<file path="src/rtl/stream_rr_arbiter.sv">
// ---------------------------------------------------------------------------------------------
// stream_rr_arbiter
//
// Four-requester round-robin stream arbiter with a registered output slice. A requester holds
// the grant for up to MAX_BURST accepted beats, or until it drops its valid. It then releases
// to IDLE for one cycle before the next arbitration. The next winner is the first valid
// requester found by searching cyclically from the last granted index plus one.
//
// Parameters
//   MAX_BURST   beats accepted per grant before rotation (1..15)
//
// Ports
//   clk_i        clock; all state updates on its rising edge
//   arstn_i      asynchronous active-low reset
//   s_tvalid_i   per-requester valid, bit k = requester k
//   s_tready_o   per-requester ready; depends only on registers and m_tready_i
//   s_tdata_i    per-requester data, requester k on bits [4k+3:4k]
//   m_tvalid_o   registered output valid
//   m_tready_i   downstream ready
//   m_tdata_o    registered output data
//   m_tid_o      source index of the m_tdata_o beat (only when ARB_TID_EN is defined)
//   grant_o      one-hot current grant, zero while idle
//
// Build option
//   ARB_TID_EN   when defined, adds the m_tid_o port and its register
// ---------------------------------------------------------------------------------------------

module stream_rr_arbiter #(
  parameter int unsigned MAX_BURST = 4
) (
  input  logic        clk_i,
  input  logic        arstn_i,
  input  logic [3:0]  s_tvalid_i,
  output logic [3:0]  s_tready_o,
  input  logic [15:0] s_tdata_i,
  output logic        m_tvalid_o,
  input  logic        m_tready_i,
  output logic [3:0]  m_tdata_o,
`ifdef ARB_TID_EN
  output logic [1:0]  m_tid_o,
`endif
  output logic [3:0]  grant_o
);

  typedef enum logic [0:0] {StIdle, StBusy} state_e;

  localparam logic [3:0] MaxBurstCnt = 4'(MAX_BURST);

  state_e      state_q, state_d;
  logic [3:0]  grant_q, grant_d;
  logic [1:0]  gidx_q, gidx_d;
  logic [1:0]  last_grant_q, last_grant_d;
  logic [3:0]  cnt_q, cnt_d;
  logic        m_tvalid_q, m_tvalid_d;
  logic [3:0]  m_tdata_q, m_tdata_d;
`ifdef ARB_TID_EN
  logic [1:0]  m_tid_q, m_tid_d;
`endif

  logic        out_free;
  logic        accept;
  logic        gvalid;
  logic [3:0]  lane_data;
  logic        pick_found;
  logic [1:0]  pick_idx;
  logic [1:0]  cand;

  // The output slice can take a new beat when empty or draining this cycle. grant_q is
  // one-hot or zero, so at most one ready bit is ever set.
  assign out_free   = ~m_tvalid_q | m_tready_i;
  assign s_tready_o = grant_q & {4{out_free}};
  assign accept     = |(s_tvalid_i & s_tready_o);
  assign gvalid     = s_tvalid_i[gidx_q];
  assign lane_data  = s_tdata_i[{gidx_q, 2'b00} +: 4];

  // Cyclic priority search starting just after the last winner; the last winner itself is
  // the final candidate (i = 4 wraps back onto it).
  always_comb begin
    pick_found = 1'b0;
    pick_idx   = last_grant_q;
    cand       = '0;
    for (int i = 1; i <= 4; i++) begin
      cand = last_grant_q + 2'(i);
      if (!pick_found && s_tvalid_i[cand]) begin
        pick_found = 1'b1;
        pick_idx   = cand;
      end
    end
  end

  // Grant FSM next state. Release always lands in StIdle, which guarantees a one-cycle
  // bubble between consecutive grants.
  always_comb begin
    state_d      = state_q;
    grant_d      = grant_q;
    gidx_d       = gidx_q;
    last_grant_d = last_grant_q;
    cnt_d        = cnt_q;
    case (state_q)
      StIdle: begin
        if (pick_found) begin
          state_d = StBusy;
          grant_d = 4'b0001 << pick_idx;
          gidx_d  = pick_idx;
          cnt_d   = '0;
        end
      end
      StBusy: begin
        if (accept) begin
          cnt_d = cnt_q + 4'd1;
        end
        // Backpressure alone never releases: only a dropped valid or a full burst does.
        if (!gvalid || (accept && (cnt_q + 4'd1 == MaxBurstCnt))) begin
          state_d      = StIdle;
          grant_d      = '0;
          last_grant_d = gidx_q;
        end
      end
      default: begin
        state_d = StIdle;
        grant_d = '0;
      end
    endcase
  end

  // Output register slice: load on accept, otherwise clear once the downstream takes the beat.
  always_comb begin
    m_tvalid_d = m_tvalid_q;
    m_tdata_d  = m_tdata_q;
`ifdef ARB_TID_EN
    m_tid_d    = m_tid_q;
`endif
    if (accept) begin
      m_tvalid_d = 1'b1;
      m_tdata_d  = lane_data;
`ifdef ARB_TID_EN
      m_tid_d    = gidx_q;
`endif
    end else if (m_tready_i) begin
      m_tvalid_d = 1'b0;
    end
  end

  // last_grant resets to 3 so that requester 0 wins the first arbitration.
  always_ff @(posedge clk_i or negedge arstn_i) begin
    if (!arstn_i) begin
      state_q      <= StIdle;
      grant_q      <= '0;
      gidx_q       <= '0;
      last_grant_q <= 2'd3;
      cnt_q        <= '0;
      m_tvalid_q   <= 1'b0;
      m_tdata_q    <= '0;
`ifdef ARB_TID_EN
      m_tid_q      <= '0;
`endif
    end else begin
      state_q      <= state_d;
      grant_q      <= grant_d;
      gidx_q       <= gidx_d;
      last_grant_q <= last_grant_d;
      cnt_q        <= cnt_d;
      m_tvalid_q   <= m_tvalid_d;
      m_tdata_q    <= m_tdata_d;
`ifdef ARB_TID_EN
      m_tid_q      <= m_tid_d;
`endif
    end
  end

  assign grant_o    = grant_q;
  assign m_tvalid_o = m_tvalid_q;
  assign m_tdata_o  = m_tdata_q;
`ifdef ARB_TID_EN
  assign m_tid_o    = m_tid_q;
`endif

endmodule

</file>
<file path="config.mk">
export PLATFORM = sky130hd
export DESIGN_NAME = stream_rr_arbiter
export DESIGN_NICKNAME = d
export VERILOG_FILES = /design/src/rtl/stream_rr_arbiter.sv
export SDC_FILE = /design/constraint.sdc
export NUM_CORES = 1
export LEC_CHECK = 0
export ABC_AREA = 1
export CAP_MARGIN = 20
export CORE_ASPECT_RATIO = 0.75
export CORE_UTILIZATION = 50
export DETAILED_ROUTE_END_ITERATION = 6
export GPL_TIMING_DRIVEN = 1
export PLACE_DENSITY = 0.82
export REMOVE_ABC_BUFFERS = 1
export SETUP_SLACK_MARGIN = 0.02
export SLEW_MARGIN = 20
export SYNTH_ARGS = -nofsm -noshare
export SYNTH_HDL_FRONTEND = slang
export SYNTH_SLANG_ARGS = --single-unit
</file>
<file path="constraint.sdc">
create_clock -name clk_i -period 3.3 [get_ports clk_i]
set_input_delay 0.495 -clock clk_i [delete_from_list [all_inputs] [get_ports clk_i]]
set_output_delay 0.495 -clock clk_i [all_outputs]
set_load 0.01 [all_outputs]
</file>
==> impl_metrics.ini <==
[status]
status = finished, final reports clean

[routing]
vias_per_cell = 5.19
wire_per_inst_um = 12.6
drtIter0Drc = 87
drc = 0
dr.pass1.iters = 4
vias = 1370
final_antenna_net_count = 0
wl_um = 3330

[clock_tree]
insertion_delay_ns = 0.30
postCtsHoldBufs = 0
htree_num_levels = 1
clk_pin_slew_worst_paths_ns = 0.12
cts_buffers = 3
clock_sinks = 18
root_buffer = clkbuf_4
post_cts_buffers = 0
post_cts_resized = 0
cts_max_path_buffers = 2
cts_tree = yes

[power]
swShare_pct = 51.4
leakage_nw = 0.832
worst_ir_drop_vdd_mv = 0.534
switchingPower_w = 0.000852
power_frac_clock_pct = 8.6
p_comb_share_pct = 64.0
power_density_nw_per_um2 = 971
p_int_w = 0.000806
seq_power_share_pct = 27.5
power_w = 0.00166

[synth]
yosysSeqAreaShare_pct = 34.2
synth-edff-count = 0
synth_cell_type_count = 25
yosys_register_bits = 18
syn_area_um2 = 1330
yosysTopAreaCellShare_pct = 30.2
synth_most_common_cell = nand2_1
yosysWarnings = 0
synth_ff_type = dfrtp_1
synth_area_per_cell_um2 = 6.73
synth-async-reset-ratio_pct = 100
ys_top_cells_by_count = nand2_1, nor2_1, nand3_1
yosys.area.top_type = dfrtp_1
synthTopCellsByArea = dfrtp_1, nand2_1, nor2_1, nand3_1, o21ai_0
synth_cells = 197

[grt]
grt_max_degree = 19
grt_pass1_vias = 1232
overflow = 0
grt_pass1_wl_um = 5370
grtUsageTotal_pct = 26.1
antenna_found_initial = 0

[die]
die_area_um2 = 2860
fp-row-count = 15
coreArea_um2 = 2400
die_h_um = 46.6
ios = 36
die_w_um = 61.4
start_util_pct = 55.2

[layout]
stdcell_area_um2 = 1710
drive_gt1_share_pct = 12.6
area_delta_synth_final_pct = 28.9
finalNetCount = 255
diodes = 0

[timing]
setup_viol = 0
hold_violations = 0
setup_tns_ns = 0
fin_ws_ns = 0.929
rsz0062_at_grt = false
slew_headroom_pct = 45.2
holdWs_ns = 0.543
fin_crit_ns = 2.37
max_freq_ghz = 0.422
worst_pin_slew_ns = 0.820
finalClockSkew_ns = 0.0102
timing.final.max_slew_violations = 0
fin_crit_sh_pct = 71.8

[setup_path]
crit_chain = clkdlybuf4s50_1 > inv_1 > nand2_1 > inv_1 > nor2_1 > clkdlybuf4s50_1
crit_required_ns = 2.80
max_stage_delay_ns = 0.54
worstPathArrival_ns = 1.88
rr_worst_depth = 11
worstPathMaxFanout = 5
r2r_start = last_grant_q[0]$_DFFE_PN1P_
worst_path_max_delay_cell = clkdlybuf4s50_1
cpLargestDelayFamily = buffers and inverters
timing.rr.end = grant_o[2]$_DFFE_PN0P_
cp_num_buf_inv = 4
cp-endpoint = s_tready_o[1]
cp.depth = 6
critical_path_class = in -> out
cp-startpoint = m_tready_i
start_kind = input pin
worstSetupEndpointType = output port
r2r_slack_ns = 1.34

[placement]
port_buffers = 35
hpwl_um = 2650
dpl_cell_area_um2 = 1670
post-place-ws_ns = 0.940
gp_congestion = 0.945

[job]
drv_cap = 0

[worst_hold_path]
hold_path_class = reg -> reg
hold_depth = 1
==> area by class of cell <==
| type | count | area [µm²] |
|---|---|---|
| Inverter | 20 | 77.6 |
| Fill cell | 222 | 694 |
| Sequential cell | 18 | 453 |
| Timing Repair Buffer | 35 | 350 |
| Clock buffer | 4 | 36.3 |
| Tap cell | 34 | 42.5 |
| Multi-Input combinational cell | 153 | 748 |
==> power groups by stage <==
stage | Sequential [W] | Clock [W] | Combinational, W
6_report | 0.000455 | 0.000142 | 0.00106
5_1_grt | 0.000471 | 0.000153 | 0.00119
4_1_cts | 0.000452 | 0.000143 | 0.00105
3_5_place_dp | 0.000456 | 0 | 0.00105
3_3_place_gp | 0.000449 | 0 | 0.00102
2_1_floorplan | 0.000445 | 0 | 0.000723
==> per-layer routing <==
metal	GRT usage (%)	up-vias	share of wire, %
li1	-	687	-
met4	4.44	0	0
met3	7.02	0	7.2
met5	0	-	0
met2	41.1	64	45
met1	36.5	619	48
==> how the worst min path moves through the flow <==
stage | to | startpoint
after floorplan | cnt_q[0]$_DFFE_PN0P_ | arstn_i
after global placement | cnt_q[0]$_DFFE_PN0P_ | cnt_q[0]$_DFFE_PN0P_
after detailed placement | cnt_q[0]$_DFFE_PN0P_ | cnt_q[0]$_DFFE_PN0P_
after CTS | cnt_q[0]$_DFFE_PN0P_ | cnt_q[0]$_DFFE_PN0P_
after global routing | cnt_q[0]$_DFFE_PN0P_ | cnt_q[0]$_DFFE_PN0P_
final | cnt_q[0]$_DFFE_PN0P_ | cnt_q[0]$_DFFE_PN0P_
==> cell usage in the layout (no fill, tap or decap), types with 2 or more instances in the layout <==
cell type / n
inv_1: 17
o21ai_0: 15
dfstp_2: 2
nand3_1: 18
nand2_1: 58
dfrtp_1: 16
nand2_4: 4
nor2_1: 32
inv_2: 2
xor2_1: 2
clkdlybuf4s50_1: 35
clkbuf_4: 3
nand2_2: 8
a31oi_1: 4
nand3_2: 2
nor2_4: 2
o21ai_2: 2
==> kinds of logic after synthesis <==
family | count (synthesis) | share of synthesized area [%]
XOR/XNOR | 2 | 1.32
buffers and inverters | 26 | 9.35
AND/OR/NAND/NOR | 126 | 43.6
adder cells (fa/ha/maj) | 1 | 0.944
flip-flops | 18 | 34.2
AO/OA/AOI/OAI | 24 | 10.6
==> per-stage QoR <==
stage	utilization, %	std cells
4_1_cts	71.1	264
5_1_grt	71.1	264
3_5_place_dp	69.6	260
2_1_floorplan	-	191
3_3_place_gp	69.6	260
6_report	71.1	264
==> registers in the layout, summed over array words and instances, names as in the netlist <==
| register | cells |
|---|---|
| last_grant_q | 2 |
| gidx_q | 2 |
| grant_o | 4 |
| cnt_q | 4 |
| m_tdata_o | 4 |
| state_q | 1 |
| m_tvalid_o | 1 |
(Power assumes the default switching activity.)
